File: config.mk
export PLATFORM = sky130hd
export DESIGN_NAME = mem_copy_engine_flat
export DESIGN_NICKNAME = d
export VERILOG_FILES = /design/src/rtl/mem_copy_engine_if.sv /design/src/rtl/mem_copy_engine.sv /design/src/flat_wrapper.sv
export SDC_FILE = /design/constraint.sdc
export NUM_CORES = 1
export LEC_CHECK = 0
export BUFFER_PORTS_ARGS = -buffer_cell sky130_fd_sc_hd__buf_2
export CORE_AREA = 2 2 202 204
export CTS_BUF_LIST = sky130_fd_sc_hd__clkbuf_2
export DETAILED_ROUTE_END_ITERATION = 12
export DIE_AREA = 0 0 204 206
export PLACE_DENSITY = 0.72
export SLEW_MARGIN = 10
export SYNTH_ARGS = -nofsm -noshare
export SYNTH_HDL_FRONTEND = slang
export SYNTH_SLANG_ARGS = --single-unit
File: constraint.sdc
create_clock -name clock -period 6.6 [get_ports clock]
set_input_delay 1.98 -clock clock [delete_from_list [all_inputs] [get_ports clock]]
set_output_delay 1.98 -clock clock [all_outputs]
set_load 0.02 [all_outputs]
File: src/rtl/mem_copy_engine_if.sv
// Source/destination SRAM port bundle for mem_copy_engine.
//   master : engine side (drives read address and the write port)
//   slave  : memory side (returns read data, consumes writes)
//   src_ReadAddress  - source SRAM read address
//   src_ReadBus      - source SRAM read data
//   dst_WriteAddress - destination SRAM write address
//   dst_WriteBus     - destination SRAM write data
//   dst_WriteEnable  - destination SRAM write strobe
interface mem_copy_if #(
  parameter int unsigned DATA_WIDTH = 128,
  parameter int unsigned ADDR_WIDTH = 16
);
  logic [ADDR_WIDTH-1:0] src_ReadAddress;
  logic [DATA_WIDTH-1:0] src_ReadBus;
  logic [ADDR_WIDTH-1:0] dst_WriteAddress;
  logic [DATA_WIDTH-1:0] dst_WriteBus;
  logic                  dst_WriteEnable;

  modport master (
    output src_ReadAddress,
    input  src_ReadBus,
    output dst_WriteAddress,
    output dst_WriteBus,
    output dst_WriteEnable
  );

  modport slave (
    input  src_ReadAddress,
    output src_ReadBus,
    input  dst_WriteAddress,
    input  dst_WriteBus,
    input  dst_WriteEnable
  );
endinterface

File: src/rtl/mem_copy_engine.sv
// Strided SRAM-to-SRAM copy / fill engine, one word per cycle.
//   clock, reset_n        - clock and asynchronous active-low reset
//   start, abort          - command request (IDLE only) and cancel
//   mode                  - 0 = COPY, 1 = FILL
//   src/dst_base, stride  - start address and per-word increment
//   length                - word count (0 .. 2^ADDR_WIDTH)
//   fill_value            - word written in FILL mode
//   mem                   - SRAM read/write ports (master side)
//   busy, done, count     - status: RUN/DRAIN, completion pulse, words written
module mem_copy_engine #(
  parameter int unsigned DATA_WIDTH = 128,
  parameter int unsigned ADDR_WIDTH = 16,
  parameter int unsigned RD_LAT     = 0
) (
  input  logic                  clock,
  input  logic                  reset_n,
  input  logic                  start,
  input  logic                  abort,
  input  logic                  mode,
  input  logic [ADDR_WIDTH-1:0] src_base,
  input  logic [ADDR_WIDTH-1:0] dst_base,
  input  logic [ADDR_WIDTH-1:0] src_stride,
  input  logic [ADDR_WIDTH-1:0] dst_stride,
  input  logic [ADDR_WIDTH:0]   length,
  input  logic [DATA_WIDTH-1:0] fill_value,
  mem_copy_if.master            mem,
  output logic                  busy,
  output logic                  done,
  output logic [ADDR_WIDTH:0]   count
);

  localparam int unsigned LW = ADDR_WIDTH + 1;

  typedef enum logic [1:0] {IDLE, RUN, DRAIN, DONE} state_e;

  state_e                state_q, state_d;
  logic                  mode_q, mode_d;
  logic [ADDR_WIDTH-1:0] src_ptr_q, src_ptr_d;
  logic [ADDR_WIDTH-1:0] dst_ptr_q, dst_ptr_d;
  logic [ADDR_WIDTH-1:0] src_stride_q, src_stride_d;
  logic [ADDR_WIDTH-1:0] dst_stride_q, dst_stride_d;
  logic [LW-1:0]         len_q, len_d;
  logic [DATA_WIDTH-1:0] fill_q, fill_d;
  logic [LW-1:0]         issued_q, issued_d;
  logic [RD_LAT:0]       vpipe_q, vpipe_d;
  logic [ADDR_WIDTH-1:0] rd_addr_q, rd_addr_d;
  logic [ADDR_WIDTH-1:0] wr_addr_q, wr_addr_d;
  logic [DATA_WIDTH-1:0] wr_data_q, wr_data_d;
  logic                  we_q, we_d;
  logic                  busy_q, busy_d;
  logic                  done_q, done_d;
  logic [LW-1:0]         count_q, count_d;

  // Next-state logic: issue side walks the source, vpipe tracks words in flight
  // through the read latency, capture side writes the destination.
  always_comb begin
    state_d      = state_q;
    mode_d       = mode_q;
    src_ptr_d    = src_ptr_q;
    dst_ptr_d    = dst_ptr_q;
    src_stride_d = src_stride_q;
    dst_stride_d = dst_stride_q;
    len_d        = len_q;
    fill_d       = fill_q;
    issued_d     = issued_q;
    vpipe_d      = '0;
    rd_addr_d    = rd_addr_q;
    wr_addr_d    = wr_addr_q;
    wr_data_d    = wr_data_q;
    we_d         = 1'b0;
    done_d       = 1'b0;
    count_d      = count_q;

    unique case (state_q)
      IDLE: begin
        if (start && !abort) begin
          mode_d       = mode;
          src_ptr_d    = src_base;
          dst_ptr_d    = dst_base;
          src_stride_d = src_stride;
          dst_stride_d = dst_stride;
          len_d        = length;
          fill_d       = fill_value;
          issued_d     = '0;
          count_d      = '0;
          state_d      = (length == '0) ? DONE : RUN;
        end
      end
      RUN, DRAIN: begin
        // Abort leaves vpipe/we at their cleared defaults: in-flight reads are dropped.
        if (abort) begin
          state_d = IDLE;
        end else begin
          if (state_q == RUN) begin
            vpipe_d[0] = 1'b1;
            if (!mode_q) begin
              rd_addr_d = src_ptr_q;
            end
            src_ptr_d = src_ptr_q + src_stride_q;
            issued_d  = issued_q + LW'(1);
            if (issued_q + LW'(1) == len_q) begin
              state_d = DRAIN;
            end
          end
          for (int unsigned j = 1; j <= RD_LAT; j++) begin
            vpipe_d[j] = vpipe_q[j-1];
          end
          if (vpipe_q[RD_LAT] && (count_q != len_q)) begin
            we_d      = 1'b1;
            wr_addr_d = dst_ptr_q;
            wr_data_d = mode_q ? fill_q : mem.src_ReadBus;
            dst_ptr_d = dst_ptr_q + dst_stride_q;
            count_d   = count_q + LW'(1);
            if (count_q + LW'(1) == len_q) begin
              state_d = DONE;
            end
          end
        end
      end
      DONE: begin
        state_d = IDLE;
        done_d  = 1'b1;
      end
      default: state_d = IDLE;
    endcase

    busy_d = (state_d == RUN) || (state_d == DRAIN);
  end

  // State and output registers.
  always_ff @(posedge clock or negedge reset_n) begin
    if (!reset_n) begin
      state_q      <= IDLE;
      mode_q       <= 1'b0;
      src_ptr_q    <= '0;
      dst_ptr_q    <= '0;
      src_stride_q <= '0;
      dst_stride_q <= '0;
      len_q        <= '0;
      fill_q       <= '0;
      issued_q     <= '0;
      vpipe_q      <= '0;
      rd_addr_q    <= '0;
      wr_addr_q    <= '0;
      wr_data_q    <= '0;
      we_q         <= 1'b0;
      busy_q       <= 1'b0;
      done_q       <= 1'b0;
      count_q      <= '0;
    end else begin
      state_q      <= state_d;
      mode_q       <= mode_d;
      src_ptr_q    <= src_ptr_d;
      dst_ptr_q    <= dst_ptr_d;
      src_stride_q <= src_stride_d;
      dst_stride_q <= dst_stride_d;
      len_q        <= len_d;
      fill_q       <= fill_d;
      issued_q     <= issued_d;
      vpipe_q      <= vpipe_d;
      rd_addr_q    <= rd_addr_d;
      wr_addr_q    <= wr_addr_d;
      wr_data_q    <= wr_data_d;
      we_q         <= we_d;
      busy_q       <= busy_d;
      done_q       <= done_d;
      count_q      <= count_d;
    end
  end

  assign mem.src_ReadAddress  = rd_addr_q;
  assign mem.dst_WriteAddress = wr_addr_q;
  assign mem.dst_WriteBus     = wr_data_q;
  assign mem.dst_WriteEnable  = we_q;
  assign busy                 = busy_q;
  assign done                 = done_q;
  assign count                = count_q;

endmodule

File: src/flat_wrapper.sv
// flat-port wrapper written by rule: the top's interface ports become plain ports
module mem_copy_engine_flat 
#(
  parameter int unsigned DATA_WIDTH = 128,
  parameter int unsigned ADDR_WIDTH = 16,
  parameter int unsigned RD_LAT     = 0
)
  (clock, reset_n, start, abort, mode, src_base, dst_base, src_stride, dst_stride, length, fill_value, busy, done, count, mem_src_ReadAddress, mem_src_ReadBus, mem_dst_WriteAddress, mem_dst_WriteBus, mem_dst_WriteEnable);
  mem_copy_if #(.DATA_WIDTH(DATA_WIDTH), .ADDR_WIDTH(ADDR_WIDTH)) mem_i ();
  input  logic clock;
  input  logic reset_n;
  input  logic start;
  input  logic abort;
  input  logic mode;
  input  logic [ADDR_WIDTH-1:0] src_base;
  input  logic [ADDR_WIDTH-1:0] dst_base;
  input  logic [ADDR_WIDTH-1:0] src_stride;
  input  logic [ADDR_WIDTH-1:0] dst_stride;
  input  logic [ADDR_WIDTH:0] length;
  input  logic [DATA_WIDTH-1:0] fill_value;
  output logic busy;
  output logic done;
  output logic [ADDR_WIDTH:0] count;
  output wire logic [$bits(mem_i.src_ReadAddress)-1:0] mem_src_ReadAddress;
  input wire logic [$bits(mem_i.src_ReadBus)-1:0] mem_src_ReadBus;
  output wire logic [$bits(mem_i.dst_WriteAddress)-1:0] mem_dst_WriteAddress;
  output wire logic [$bits(mem_i.dst_WriteBus)-1:0] mem_dst_WriteBus;
  output wire logic [$bits(mem_i.dst_WriteEnable)-1:0] mem_dst_WriteEnable;
  assign mem_src_ReadAddress = mem_i.src_ReadAddress;
  assign mem_i.src_ReadBus = mem_src_ReadBus;
  assign mem_dst_WriteAddress = mem_i.dst_WriteAddress;
  assign mem_dst_WriteBus = mem_i.dst_WriteBus;
  assign mem_dst_WriteEnable = mem_i.dst_WriteEnable;
  mem_copy_engine #(.DATA_WIDTH(DATA_WIDTH), .ADDR_WIDTH(ADDR_WIDTH), .RD_LAT(RD_LAT)) u_core (.clock(clock), .reset_n(reset_n), .start(start), .abort(abort), .mode(mode), .src_base(src_base), .dst_base(dst_base), .src_stride(src_stride), .dst_stride(dst_stride), .length(length), .fill_value(fill_value), .mem(mem_i), .busy(busy), .done(done), .count(count));
endmodule
==> results.toml <==
[outcome]
status = "finished, final reports clean"

[power_and_ir_drop]
power.static_leakage_uw = 0.01183
clock_power_share_pct = 16.4
pwr-share-comb_pct = 43.2
netSwitchingPower_uw = 4556
p_sw_share_pct = 41.13
vdd.ir_drop.worst_uv = 243.4
cellPowerDensity_nw_per_um2 = 470.3
power_frac_seq_pct = 40.4
internal_power_uw = 6521

[clocking]
worstSkewPairLatency_ps = 1020
maximum_root_to_sink_buffer_count = 3
cts_resized = 0
cts_inserted_buffers = 107
cts_tree = "done"
cts.clk_slew.worst_paths_ps = 90
count_of_hold_buffers_inserted_by_post_cts_repair = 0
cts_root_buffer = "sky130_fd_sc_hd__clkbuf_2"
sink_count = 410
cts_max_level = 3
cts_setup_buffers = 0

[setup_path]
timing.critical_path.slowest_cell_delay_ps = 660
crit_chain = "buf_2"
critPathRequiredTime_ps = 4620
cp_max_fo = 11
timing.setup.critical_path_class = "reg2out"
worst_r2r_path_depth = 10
worst-path-stages = 1
worst-path-buf-inv = 1
setup.worst_path.start_class = "flop"
arrival_time_worst_endpoint_ps = 1910
nature_of_the_critical_path_endpoint = "output port"
timing.critical_path.slowest_stage_cell = "sky130_fd_sc_hd__dfrtp_1"
crit_family = "flip-flops"
timing.reg2reg.setup_slack_ps = 3280

[placement]
gpl.final_weighted_congestion = 0.9565
hpwlAfterDp_mm = 41.47
dpl_worst_slack_ps = 2184
postPlaceCellArea_sq_um = 22500
numPortBuffers = 521

[floorplanning]
start_util_pct = 48.54
num_rows = 74
fp.coreArea_sq_um = 40180
io_pins = 522
die_h_um = 206
dieArea_sq_um = 42020
die_w_um = 204

[final_layout]
post_route_cells_drive_above_1_share_pct = 38.24
synthToLayoutAreaGrowth_pct = 20.77
final_design_area_no_fill_sq_um = 23550
layout.filler_cells = 3511
layout.core_utilization_pct = 58.62
net_total_in_the_final_layout = 2692

[yosys]
post_synthesis_mux_area_share_pct = 18.59
synth.yosys.warnings = 0
synth.most_common_cell = "sky130_fd_sc_hd__dfrtp_1"
area_share_of_xor_xnor_cells_in_the_synthesized_design_pct = 3.233
ys_seq_area_share_pct = 52.60
synth.avg_cell_area_sq_um = 10.97
synth_common_cells = "410 x sky130_fd_sc_hd__dfrtp_1, 253 x sky130_fd_sc_hd__nand2_1, 201 x sky130_fd_sc_hd__o21ai_0"
synth.largest_area_cell = "sky130_fd_sc_hd__dfrtp_1"
net_count_after_synthesis = 2158
synth_top_area_cells = "sky130_fd_sc_hd__dfrtp_1 53%, sky130_fd_sc_hd__mux2_2 11%, sky130_fd_sc_hd__mux2i_1 7.4%"
register_bit_count_reported_by_yosys = 410
synth_compound_area_share_pct = 9.905
synth_top_cell_area_share_pct = 52.60
syn_inst = 1778
combinational_family_with_the_most_area_after_synthesis = "multiplexers"
postSynth.asyncResetShare_pct = 100.0
postSynth.topFlopCell = "sky130_fd_sc_hd__dfrtp_1"
synth-simple-area-share_pct = 10.32
synthesis.area_sq_um = 19500
synth.lib_cells_used.distinct = 68
synth_enable_flop_cells = 0
synthAdderAreaFrac_pct = 2.572

[global_route]
global_route.usage.total_pct = 27.22
grt-ovfl-total = 0
grt_pass1_vias = 16100
antenna_found_initial = 35
grt_max_degree = 126
grt_first_pass_wirelength_mm = 88.29

[timing]
min_period_over_period_pct = 58.93
final.setup.tns_ps = 0
grt_setup_unrepaired = "false"
hold_slack_ps = 477.9
slew-limit-headroom_pct = 27.12
finalWorstSetupSlack_ps = 2711
timing.final.hold_violations = 0
skew_ps = 53.29
final-max-slew-violation-count = 0
fin_crit_ps = 3889
max_freq_ghz = 0.2571
final-setup-viol-count = 0
worst-slew-pin-transition_ps = 1087

[hold_path]
hold_depth = 2
hold_class = "reg2reg"

[detailed_routing]
detail_route.iter0.violations = 919
vias = 15740
drt_wl_cell_um = 19.48
antenna_violating_nets_post_route = 0
wirelength_mm = 57.42
vias_per_cell = 5.338
route.detailed.drc = 0
count_of_tritonroute_iterations_in_the_first_routing_pass = 5

[run]
max-cap-violations = 0
-- final timing paths --
path                                                              from                                          end
min in group asynchronous                                      reset_n               u_core.fill_q[126]$_DFFE_PN0P_
min                        u_core.mem.dst_WriteAddress[13]$_DFFE_PN0P_  u_core.mem.dst_WriteAddress[13]$_DFFE_PN0P_
max in group asynchronous                                      reset_n               u_core.fill_q[100]$_DFFE_PN0P_
min reg2reg                u_core.mem.dst_WriteAddress[13]$_DFFE_PN0P_  u_core.mem.dst_WriteAddress[13]$_DFFE_PN0P_
max reg2reg                                u_core.count[1]$_DFFE_PN0P_                        u_core.busy$_DFF_PN0_
max                                        u_core.count[4]$_DFFE_PN0P_                                     count[4]
-- final cells by class --
cell class                 instances  area [sq um]  share of cell area [%]
inverter                          23         86.33                  0.3665
antenna                           26         65.06                  0.2762
tap                              532         665.6                   2.826
multi-input combinational       1235          8716                   37.00
timing repair buffer             535          2773                   11.77
clock buffer                     162         810.8                   3.442
sequential                       410         10260                   43.58
clock inverter                    25         173.9                  0.7384
-- stage by stage --
stage	instances	total power [uW]
2_1_floorplan	1778	7760
3_3_place_gp	2735	9088
3_5_place_dp	2735	9296
4_1_cts	2922	11160
5_1_grt	2944	11930
6_report	2948	11080
-- placed cells by master, fill, tap and decap left out, types with 8 or more instances in the layout --
cell,instances
sky130_fd_sc_hd__dfrtp_1,409
sky130_fd_sc_hd__nand4_1,15
sky130_fd_sc_hd__buf_2,520
sky130_fd_sc_hd__xor2_1,31
sky130_fd_sc_hd__or3_1,11
sky130_fd_sc_hd__nor2_1,56
sky130_fd_sc_hd__a21o_1,8
sky130_fd_sc_hd__o22ai_1,10
sky130_fd_sc_hd__mux2i_1,144
sky130_fd_sc_hd__clkinv_1,20
sky130_fd_sc_hd__clkbuf_2,162
sky130_fd_sc_hd__nand2b_1,13
sky130_fd_sc_hd__and3_1,8
sky130_fd_sc_hd__a21oi_1,66
sky130_fd_sc_hd__xnor2_1,41
sky130_fd_sc_hd__mux2_2,194
sky130_fd_sc_hd__buf_4,10
sky130_fd_sc_hd__inv_1,22
sky130_fd_sc_hd__o21ai_0,201
sky130_fd_sc_hd__nand2_1,252
sky130_fd_sc_hd__nand3_1,21
sky130_fd_sc_hd__diode_2,26
sky130_fd_sc_hd__ha_1,36
sky130_fd_sc_hd__nor3_1,29
-- layer usage --
metal	share of wire, %	vias up	wire length, um	global-route usage [%]
met1	39	7612	22280	32.60
met2	50	553	28460	44.01
met5	0.19	-	111	0
met4	3.3	18	1886	13.17
met3	8.2	134	4689	9.445
li1	-	7419	-	-
-- logic make-up (layout without fill, tap and decap cells) --
group                    count (synthesis)  after routing
AO/OA/AOI/OAI                          342            342
XOR/XNOR                                72             72
adder cells (fa/ha/maj)                 39             39
buffers and inverters                  133            745
flip-flops                             410            410
multiplexers                           338            338
other                                    0             26
AND/OR/NAND/NOR                        444            444
-- power groups by stage --
stage / Combinational, uW / Clock (uW) / Sequential, uW
after floorplan: 3010 / 0 / 4750
after global placement: 4630 / 0 / 4460
after detailed placement: 4790 / 0 / 4500
after CTS: 4800 / 1890 / 4470
after global routing: 5280 / 2020 / 4620
final: 4780 / 1820 / 4480
-- registers in the layout, summed over array words and instances, names as in the netlist --
signal and cells:
u_core.busy 1, u_core.count 17, u_core.done 1, u_core.dst_ptr_q 16, u_core.dst_stride_q 16, u_core.fill_q 128, u_core.issued_q 17, u_core.len_q 17
u_core.mem.dst_WriteAddress 16, u_core.mem.dst_WriteBus 128, u_core.mem.dst_WriteEnable 1, u_core.mem.src_ReadAddress 16, u_core.mode_q 1, u_core.src_ptr_q 16, u_core.src_stride_q 16, u_core.state_q 2
u_core.vpipe_q 1
(Power assumes the default switching activity.)
